$ cat src/rtl/morph_pkg.sv
// Shared definitions for the morphology chain scheduler.
// Holds the mode request encodings, the per-stage select encodings, the scheduler FSM
// state type, and the mode -> {stage1_sel, stage2_sel} mapping.
package morph_pkg;

  localparam logic [2:0] MODE_BYPASS = 3'd0;
  localparam logic [2:0] MODE_ERODE  = 3'd1;
  localparam logic [2:0] MODE_DILATE = 3'd2;
  localparam logic [2:0] MODE_OPEN   = 3'd3;
  localparam logic [2:0] MODE_CLOSE  = 3'd4;

  localparam logic [1:0] SEL_BYP = 2'b00;
  localparam logic [1:0] SEL_ERO = 2'b01;
  localparam logic [1:0] SEL_DIL = 2'b10;

  typedef enum logic [1:0] {StIdle, StArm, StActive, StDone} state_e;

  // Returns {stage1_sel, stage2_sel}; unused mode codes fall back to bypass.
  function automatic logic [3:0] mode_to_sel(input logic [2:0] mode);
    logic [3:0] sel;
    case (mode)
      MODE_ERODE:  sel = {SEL_ERO, SEL_BYP};
      MODE_DILATE: sel = {SEL_DIL, SEL_BYP};
      MODE_OPEN:   sel = {SEL_ERO, SEL_DIL};
      MODE_CLOSE:  sel = {SEL_DIL, SEL_ERO};
      default:     sel = {SEL_BYP, SEL_BYP};
    endcase
    return sel;
  endfunction

endpackage

$ cat src/rtl/morph_pos_cnt.sv
// Pixel/line position tracker for the morphology window.
// Ports:
//   clk_i, rst_i        pixel clock, async active-high reset
//   vs_i, de_i          frame sync and active pixel enable
//   vs_rise_o           combinational frame-start strobe
//   de_fall_o           combinational end-of-line strobe
//   v_cnt_o             completed-line count in the current frame (saturating)
//   border_*_o, win_de_o  registered window-border flags, aligned with de delayed 1 clk
//   err_line_o          sticky line-length error, cleared at frame start
module morph_pos_cnt #(
  parameter int unsigned H_ACT = 1920,
  parameter int unsigned V_ACT = 1080,
  parameter int unsigned H_W   = 12,
  parameter int unsigned V_W   = 12
) (
  input  logic           clk_i,
  input  logic           rst_i,
  input  logic           vs_i,
  input  logic           de_i,
  output logic           vs_rise_o,
  output logic           de_fall_o,
  output logic [V_W-1:0] v_cnt_o,
  output logic           border_l_o,
  output logic           border_r_o,
  output logic           border_t_o,
  output logic           border_b_o,
  output logic           win_de_o,
  output logic           err_line_o
);

  localparam logic [H_W-1:0] H_MAX  = {H_W{1'b1}};
  localparam logic [V_W-1:0] V_MAX  = {V_W{1'b1}};
  localparam logic [H_W-1:0] H_LEN  = H_W'(H_ACT);
  localparam logic [H_W-1:0] H_LAST = H_W'(H_ACT - 1);
  localparam logic [V_W-1:0] V_LAST = V_W'(V_ACT - 1);

  logic           vs_q, de_q;
  logic [H_W-1:0] h_cnt_q, h_cnt_d;
  logic [V_W-1:0] v_cnt_q, v_cnt_d;
  logic           err_line_q, err_line_d;
  logic           win_de_q, bl_q, br_q, bt_q, bb_q;
  logic           bl_d, br_d, bt_d, bb_d;

  assign vs_rise_o = vs_i & ~vs_q;
  assign de_fall_o = ~de_i & de_q;

  always_comb begin
    h_cnt_d    = h_cnt_q;
    v_cnt_d    = v_cnt_q;
    err_line_d = err_line_q;
    if (vs_rise_o) begin
      h_cnt_d    = '0;
      v_cnt_d    = '0;
      err_line_d = 1'b0;
    end else if (de_i) begin
      if (h_cnt_q != H_MAX) h_cnt_d = h_cnt_q + H_W'(1);
    end else if (de_fall_o) begin
      // h_cnt_q still holds the length of the line that just ended
      if (h_cnt_q != H_LEN) err_line_d = 1'b1;
      h_cnt_d = '0;
      if (v_cnt_q != V_MAX) v_cnt_d = v_cnt_q + V_W'(1);
    end
    // Flags describe the pixel presented this clk, so they use pre-increment counts
    bl_d = de_i && (h_cnt_q == '0);
    br_d = de_i && (h_cnt_q == H_LAST);
    bt_d = de_i && (v_cnt_q == '0);
    bb_d = de_i && (v_cnt_q == V_LAST);
  end

  always_ff @(posedge clk_i or posedge rst_i) begin
    if (rst_i) begin
      vs_q       <= 1'b0;
      de_q       <= 1'b0;
      h_cnt_q    <= '0;
      v_cnt_q    <= '0;
      err_line_q <= 1'b0;
      win_de_q   <= 1'b0;
      bl_q       <= 1'b0;
      br_q       <= 1'b0;
      bt_q       <= 1'b0;
      bb_q       <= 1'b0;
    end else begin
      vs_q       <= vs_i;
      de_q       <= de_i;
      h_cnt_q    <= h_cnt_d;
      v_cnt_q    <= v_cnt_d;
      err_line_q <= err_line_d;
      win_de_q   <= de_i;
      bl_q       <= bl_d;
      br_q       <= br_d;
      bt_q       <= bt_d;
      bb_q       <= bb_d;
    end
  end

  assign v_cnt_o    = v_cnt_q;
  assign border_l_o = bl_q;
  assign border_r_o = br_q;
  assign border_t_o = bt_q;
  assign border_b_o = bb_q;
  assign win_de_o   = win_de_q;
  assign err_line_o = err_line_q;

endmodule

$ cat src/rtl/morph_sched.sv
// Per-frame scheduler/configurator for the two-stage 3x3 binary morphology chain.
// Mode requests are parked in a single pending slot and applied only at frame start,
// so a frame never sees mixed settings.
// Ports:
//   video_clk, rst              pixel clock, async active-high reset
//   cfg_mode/cfg_valid/cfg_ready  mode request handshake (one pending slot)
//   bin_vs, bin_de              frame sync and active pixel enable
//   stage1_sel, stage2_sel      registered per-stage select (00 byp, 01 erode, 10 dilate)
//   border_l/r/t/b, win_de      window-border flags for edge padding
//   frame_done, err_line, err_frame, busy  frame status
module morph_sched
  import morph_pkg::*;
#(
  parameter int unsigned H_ACT = 1920,
  parameter int unsigned V_ACT = 1080,
  parameter int unsigned H_W   = 12,
  parameter int unsigned V_W   = 12
) (
  input  logic       video_clk,
  input  logic       rst,
  input  logic [2:0] cfg_mode,
  input  logic       cfg_valid,
  output logic       cfg_ready,
  input  logic       bin_vs,
  input  logic       bin_de,
  output logic [1:0] stage1_sel,
  output logic [1:0] stage2_sel,
  output logic       border_l,
  output logic       border_r,
  output logic       border_t,
  output logic       border_b,
  output logic       win_de,
  output logic       frame_done,
  output logic       err_line,
  output logic       err_frame,
  output logic       busy
);

  localparam logic [V_W-1:0] V_LEN  = V_W'(V_ACT);
  localparam logic [V_W-1:0] V_LAST = V_W'(V_ACT - 1);

  logic           vs_rise, de_fall;
  logic [V_W-1:0] v_cnt;

  state_e     state_q, state_d;
  logic [2:0] active_q, active_d;
  logic [2:0] pending_q, pending_d;
  logic       pending_vld_q, pending_vld_d;
  logic [3:0] sel_q, sel_d;
  logic       started_q, started_d;
  logic       frame_done_q, frame_done_d;
  logic       err_frame_q, err_frame_d;

  morph_pos_cnt #(
    .H_ACT(H_ACT),
    .V_ACT(V_ACT),
    .H_W  (H_W),
    .V_W  (V_W)
  ) u_pos_cnt (
    .clk_i     (video_clk),
    .rst_i     (rst),
    .vs_i      (bin_vs),
    .de_i      (bin_de),
    .vs_rise_o (vs_rise),
    .de_fall_o (de_fall),
    .v_cnt_o   (v_cnt),
    .border_l_o(border_l),
    .border_r_o(border_r),
    .border_t_o(border_t),
    .border_b_o(border_b),
    .win_de_o  (win_de),
    .err_line_o(err_line)
  );

  assign cfg_ready = ~pending_vld_q;

  always_comb begin
    active_d      = active_q;
    pending_d     = pending_q;
    pending_vld_d = pending_vld_q;
    // Promotion frees the slot next clk; a same-clk request only lands when the slot
    // was already free, so the two never collide.
    if (vs_rise && pending_vld_q) begin
      active_d      = pending_q;
      pending_vld_d = 1'b0;
    end
    if (cfg_valid && cfg_ready) begin
      pending_d     = cfg_mode;
      pending_vld_d = 1'b1;
    end
    sel_d = mode_to_sel(active_q);
  end

  always_comb begin
    state_d      = state_q;
    frame_done_d = 1'b0;
    started_d    = started_q | vs_rise;
    err_frame_d  = vs_rise && started_q && (v_cnt != V_LEN);
    if (vs_rise) begin
      state_d = StArm;
    end else begin
      unique case (state_q)
        StArm:    if (bin_de) state_d = StActive;
        StActive: begin
          if (de_fall && (v_cnt == V_LAST)) begin
            state_d      = StDone;
            frame_done_d = 1'b1;
          end
        end
        default:  state_d = state_q;
      endcase
    end
  end

  always_ff @(posedge video_clk or posedge rst) begin
    if (rst) begin
      state_q       <= StIdle;
      active_q      <= MODE_BYPASS;
      pending_q     <= MODE_BYPASS;
      pending_vld_q <= 1'b0;
      sel_q         <= '0;
      started_q     <= 1'b0;
      frame_done_q  <= 1'b0;
      err_frame_q   <= 1'b0;
    end else begin
      state_q       <= state_d;
      active_q      <= active_d;
      pending_q     <= pending_d;
      pending_vld_q <= pending_vld_d;
      sel_q         <= sel_d;
      started_q     <= started_d;
      frame_done_q  <= frame_done_d;
      err_frame_q   <= err_frame_d;
    end
  end

  assign stage1_sel = sel_q[3:2];
  assign stage2_sel = sel_q[1:0];
  assign frame_done = frame_done_q;
  assign err_frame  = err_frame_q;
  assign busy       = (state_q == StArm) || (state_q == StActive);

endmodule

$ cat config.mk
export PLATFORM = sky130hd
export DESIGN_NAME = morph_sched
export DESIGN_NICKNAME = d
export VERILOG_FILES = /design/src/rtl/morph_pkg.sv /design/src/rtl/morph_pos_cnt.sv /design/src/rtl/morph_sched.sv
export SDC_FILE = /design/constraint.sdc
export NUM_CORES = 1
export LEC_CHECK = 0
export CELL_PAD_IN_SITES_DETAIL_PLACEMENT = 0
export CELL_PAD_IN_SITES_GLOBAL_PLACEMENT = 1
export CORE_MARGIN = 2
export CORE_UTILIZATION = 30
export CTS_CLUSTER_DIAMETER = 60
export DETAILED_ROUTE_END_ITERATION = 10
export HOLD_SLACK_MARGIN = 0.1
export PLACE_DENSITY = 0.69
export SETUP_SLACK_MARGIN = 0.1
export SLEW_MARGIN = 20
export SYNTH_ARGS = -nofsm -noshare
export SYNTH_HDL_FRONTEND = slang
export SYNTH_SLANG_ARGS = --single-unit
$ cat constraint.sdc
create_clock -name video_clk -period 1.7 [get_ports video_clk]
set_input_delay 0.34 -clock video_clk [delete_from_list [all_inputs] [get_ports video_clk]]
set_output_delay 0.34 -clock video_clk [all_outputs]
set_load 0.02 [all_outputs]
==> summary.txt <==
Setup path
  – Crit Path Class: flop to flop
  – Arr. time, crit path: between 1.5 and 2 ns
  – WP data required: about 2.0 ns
  – Startpoint Class: flop
  – Worst setup EP type: flop
  – Crit path max-delay cell type: or4_4
  – Worst path cell trace: ha_2, nand4_1, buf_4, nor3_4, or4_4, a21oi_2
  – Worst r2r src: u_pos_cnt.v_cnt_o[0]
  – CP Launch Point: u_pos_cnt.v_cnt_o[0]
  – CP Max Fanout: 8
  – Crit-path max cell delay: around 0.52 ns

Routing
  – TritonRoute pass-1 iters: 4
  – Antenna viol nets, final: 0
  – WL met1: 2370 um
  – Routed Wire Length: ~5300 um
  – Met2 wire len: approximately 2700 um
  – Via count: between 1500 and 2000
  – WL per Instance: approximately 14 um
  – Met3 wire len: roughly 130 um
  – DRC: 0
  – Routed vias/inst: 4.96
  – First DRT Iteration DRCs: 80
  – Max Used Layer: met4

STA
  – Worst rel slew slack: 78.7%
  – Min Hold Slack: between 0.3 and 0.4 ns
  – Measured slew at the worst slew-check pin: about 0.32 ns
  – Hold Fails Final Rpt: 0
  – # setup viols final: 0
  – Final min period: approximately 1.7 ns
  – Final TNS setup: 0 ns
  – Clock Skew: 0.00653 ns
  – RSZ-0062 raised after global routing: yes
  – Max Fclk: slightly above 600 MHz
  – Crit share post-route: a little over nine tenths
  – Slew Limit Fails: 0

Yosys
  – Synthesized Nets: 240
  – EDFF count, synth: 0
  – Unique masters post-synth: 40
  – Mean Syn Cell Area: a little over 10 sq um
  – FF+latch count, synth: 47
  – Post-Synthesis Cells: between 200 and 250
  – Synth area leaders: dfrtp_1, ha_1, mux2_2, inv_1, a21oi_1
  – Area fraction of the dominant cell type after synthesis: 51.3%
  – Sequential share of the synthesized area: about half
  – Most used DFF post-synth: dfrtp_1
  – Synth warn: 0
  – Fraction of registers with async set/reset: 100%
  – Area leader, netlist: dfrtp_1
  – Synthesized area: ~0.0023 sq mm

Power and ir drop
  – Int Power: 1.96 mW
  – Leakage: 1.47 nW
  – Switching Fraction: a little under a third
  – Switch Pwr: roughly 900 uW
  – Share of power burned in registers: 47.3%
  – Maximum VDD drop: ~0.00032 V
  – PwrDens: just under 900 mW/mm^2
  – Clock Power Share: a little under a quarter
  – Logic pwr share: 28.8%

Place
  – Hpwl dp: about 3700 um
  – RePlAce Congestion: approximately 0.80
  – Port Buffers: 21

Layout
  – Layout cell share with drive strength beyond 1: 35.4%
  – Area Overhead vs Synth: 42.3%
  – Layout Nets: around 310
  – Inserted Diodes: 0

Clock network
  – TritonCTS Sinks: 47
  – Clock Tree Buf Depth: 2
  – Clk slew on worst S/H paths: ~0.090 ns
  – Root Buffer: clkbuf_8
  – CTS H-tree depth: 2
  – Total CTS buffers: 5
  – CTS tree: done
  – Latest clock arrival within the worst-skew pair: 0.31 ns

Floorplan
  – Ports: 22
  – Site row count: 31
  – Die H: just over 90 um
  – Die Footprint: 0.00835 sq mm
  – Initial core utilization: a little under a third
  – Die W: 91.4 um
  – Core area: about 0.0073 sq mm

Global routing
  – Total GRT Usage: between 10% and 20%
  – Antenna violations before repair: 0
  – First-pass GRT wire length: ~9000 um
  – Overflow after GRT: 0
  – Vias in the first global route: 1979
  – Largest net degree at the start of global routing: 48

Hold path
  – Hold crit path type: input pin to asynchronous set/reset pin

Run status
  – Status: complete, no violations

Flow run
  – Number of max-cap violations: 0
synth_stat cells, types with 6 or more instances:
cell type and number:
a21oi_1 12, and3_1 6, dfrtp_1 47, ha_1 6
inv_1 17, mux2_2 6, nand2_1 15, nand3_1 9
nand4_1 6, nor2_1 15, nor3_1 9, nor4_1 6
o21ai_0 6, o31ai_1 8
metrics by stage:
step / instances / instance area (sq um) / utilization, % / power, mW / setup WS (ns)
floorplan: 226 / 2300 / - / 1.80 / 0.0647
global placement: 379 / 2910 / 39.7 / 2.11 / -0.315
detailed placement: 379 / 2910 / 39.7 / 2.13 / -0.350
CTS: 389 / 3080 / 42.0 / 2.85 / 0.0400
global route: 393 / 3260 / 44.5 / 3.04 / -0.0139
finish: 393 / 3260 / 44.5 / 2.86 / 0.0472
path summary, 6_finish.rpt:
kind / end / slack, ns / cells past startpoint
max: u_pos_cnt.v_cnt_o[7] / 0.05 / 6
min: pending_vld_q / 0.38 / 3
max reg2reg: u_pos_cnt.v_cnt_o[7] / 0.05 / 6
min reg2reg: sel_q[3] / 0.48 / 1
max in group asynchronous: u_pos_cnt.h_cnt_q[2] / 1.08 / 3
min in group video_clk: sel_q[3] / 0.48 / 1
cell type report:
cell class	count	area [sq um]
Fill cell	699	4070
Multi-Input combinational cell	157	1230
Sequential cell	47	1180
Timing Repair Buffer	65	574
Tap cell	99	124
Clock buffer	5	68.8
Inverter	17	63.8
Clock inverter	3	20.0
state kept, by name (all words and copies together), names as in the netlist:
register,flops
u_pos_cnt.border_r_o,1
u_pos_cnt.border_t_o,1
u_pos_cnt.border_l_o,1
pending_vld_q,1
pending_q,3
err_frame,1
frame_done,1
active_q,3
u_pos_cnt.de_q,1
state_q,2
u_pos_cnt.v_cnt_o,12
u_pos_cnt.border_b_o,1
u_pos_cnt.err_line_o,1
u_pos_cnt.vs_q,1
started_q,1
sel_q,4
u_pos_cnt.h_cnt_q,12
power groups by stage:
stage / Combinational [mW] / Sequential (mW) / Clock (mW)
after floorplan: 0.371 / 1.43 / 0
after global placement: 0.738 / 1.37 / 0
after detailed placement: 0.755 / 1.38 / 0
after CTS: 0.778 / 1.35 / 0.713
after global routing: 0.907 / 1.38 / 0.754
final: 0.824 / 1.35 / 0.685
cells by family after synthesis:
logic type               Yosys count  synth area share (%)
AO/OA/AOI/OAI                     40                  11.6
AND/OR/NAND/NOR                   99                  24.5
XOR/XNOR                           5                  1.91
multiplexers                       7                  3.39
adder cells (fa/ha/maj)            6                  3.28
buffers and inverters             22                  3.99
flip-flops                        47                  51.3
worst max-delay path, delay by kind of cell (launching register included):
| family | cells | cell delay, ns |
|---|---|---|
| flops | 1 | 0.41 |
| simple gates | 3 | 0.72 |
| buf+inv | 1 | 0.16 |
| compound gates | 1 | 0.12 |
| fa+ha+maj | 1 | 0.19 |
repair_timing:
action                     in CTS  in global routing
resized for setup              29                 40
setup endpoints to repair      25                 33
pin swaps                       8                 14
buffers inserted                2                  4
hold buffers                    0                  0
placed cells by master (no fill, tap or decap), types with 4 or more instances in the layout:
cell / netlist / routed
and3_1: 6 / 5
dlygate4sd2_1: 0 / 6
a21oi_1: 12 / 7
dlymetal6s2s_1: 0 / 8
inv_1: 17 / 16
nor2_1: 15 / 15
mux2_2: 6 / 6
buf_4: 0 / 41
clkdlybuf4s50_1: 0 / 6
xnor2_1: 5 / 5
nor2b_1: 5 / 4
dfrtp_1: 47 / 43
a21oi_2: 0 / 5
dfrtp_2: 0 / 4
nor3_1: 9 / 5
o21ai_0: 6 / 4
nand3b_1: 4 / 4
nand3_1: 9 / 6
nand4_1: 6 / 6
o31ai_1: 8 / 6
clkbuf_8: 0 / 5
nand2_1: 15 / 13
routing by layer:
| metal | vias to the layer above | GRT usage (%) |
|---|---|---|
| met3 | 10 | 2.90 |
| met4 | 0 | 5.56 |
| met5 | - | 0 |
| met2 | 26 | 22.6 |
| met1 | 956 | 16.6 |
| li1 | 957 | - |
(Power assumes the default switching activity.)
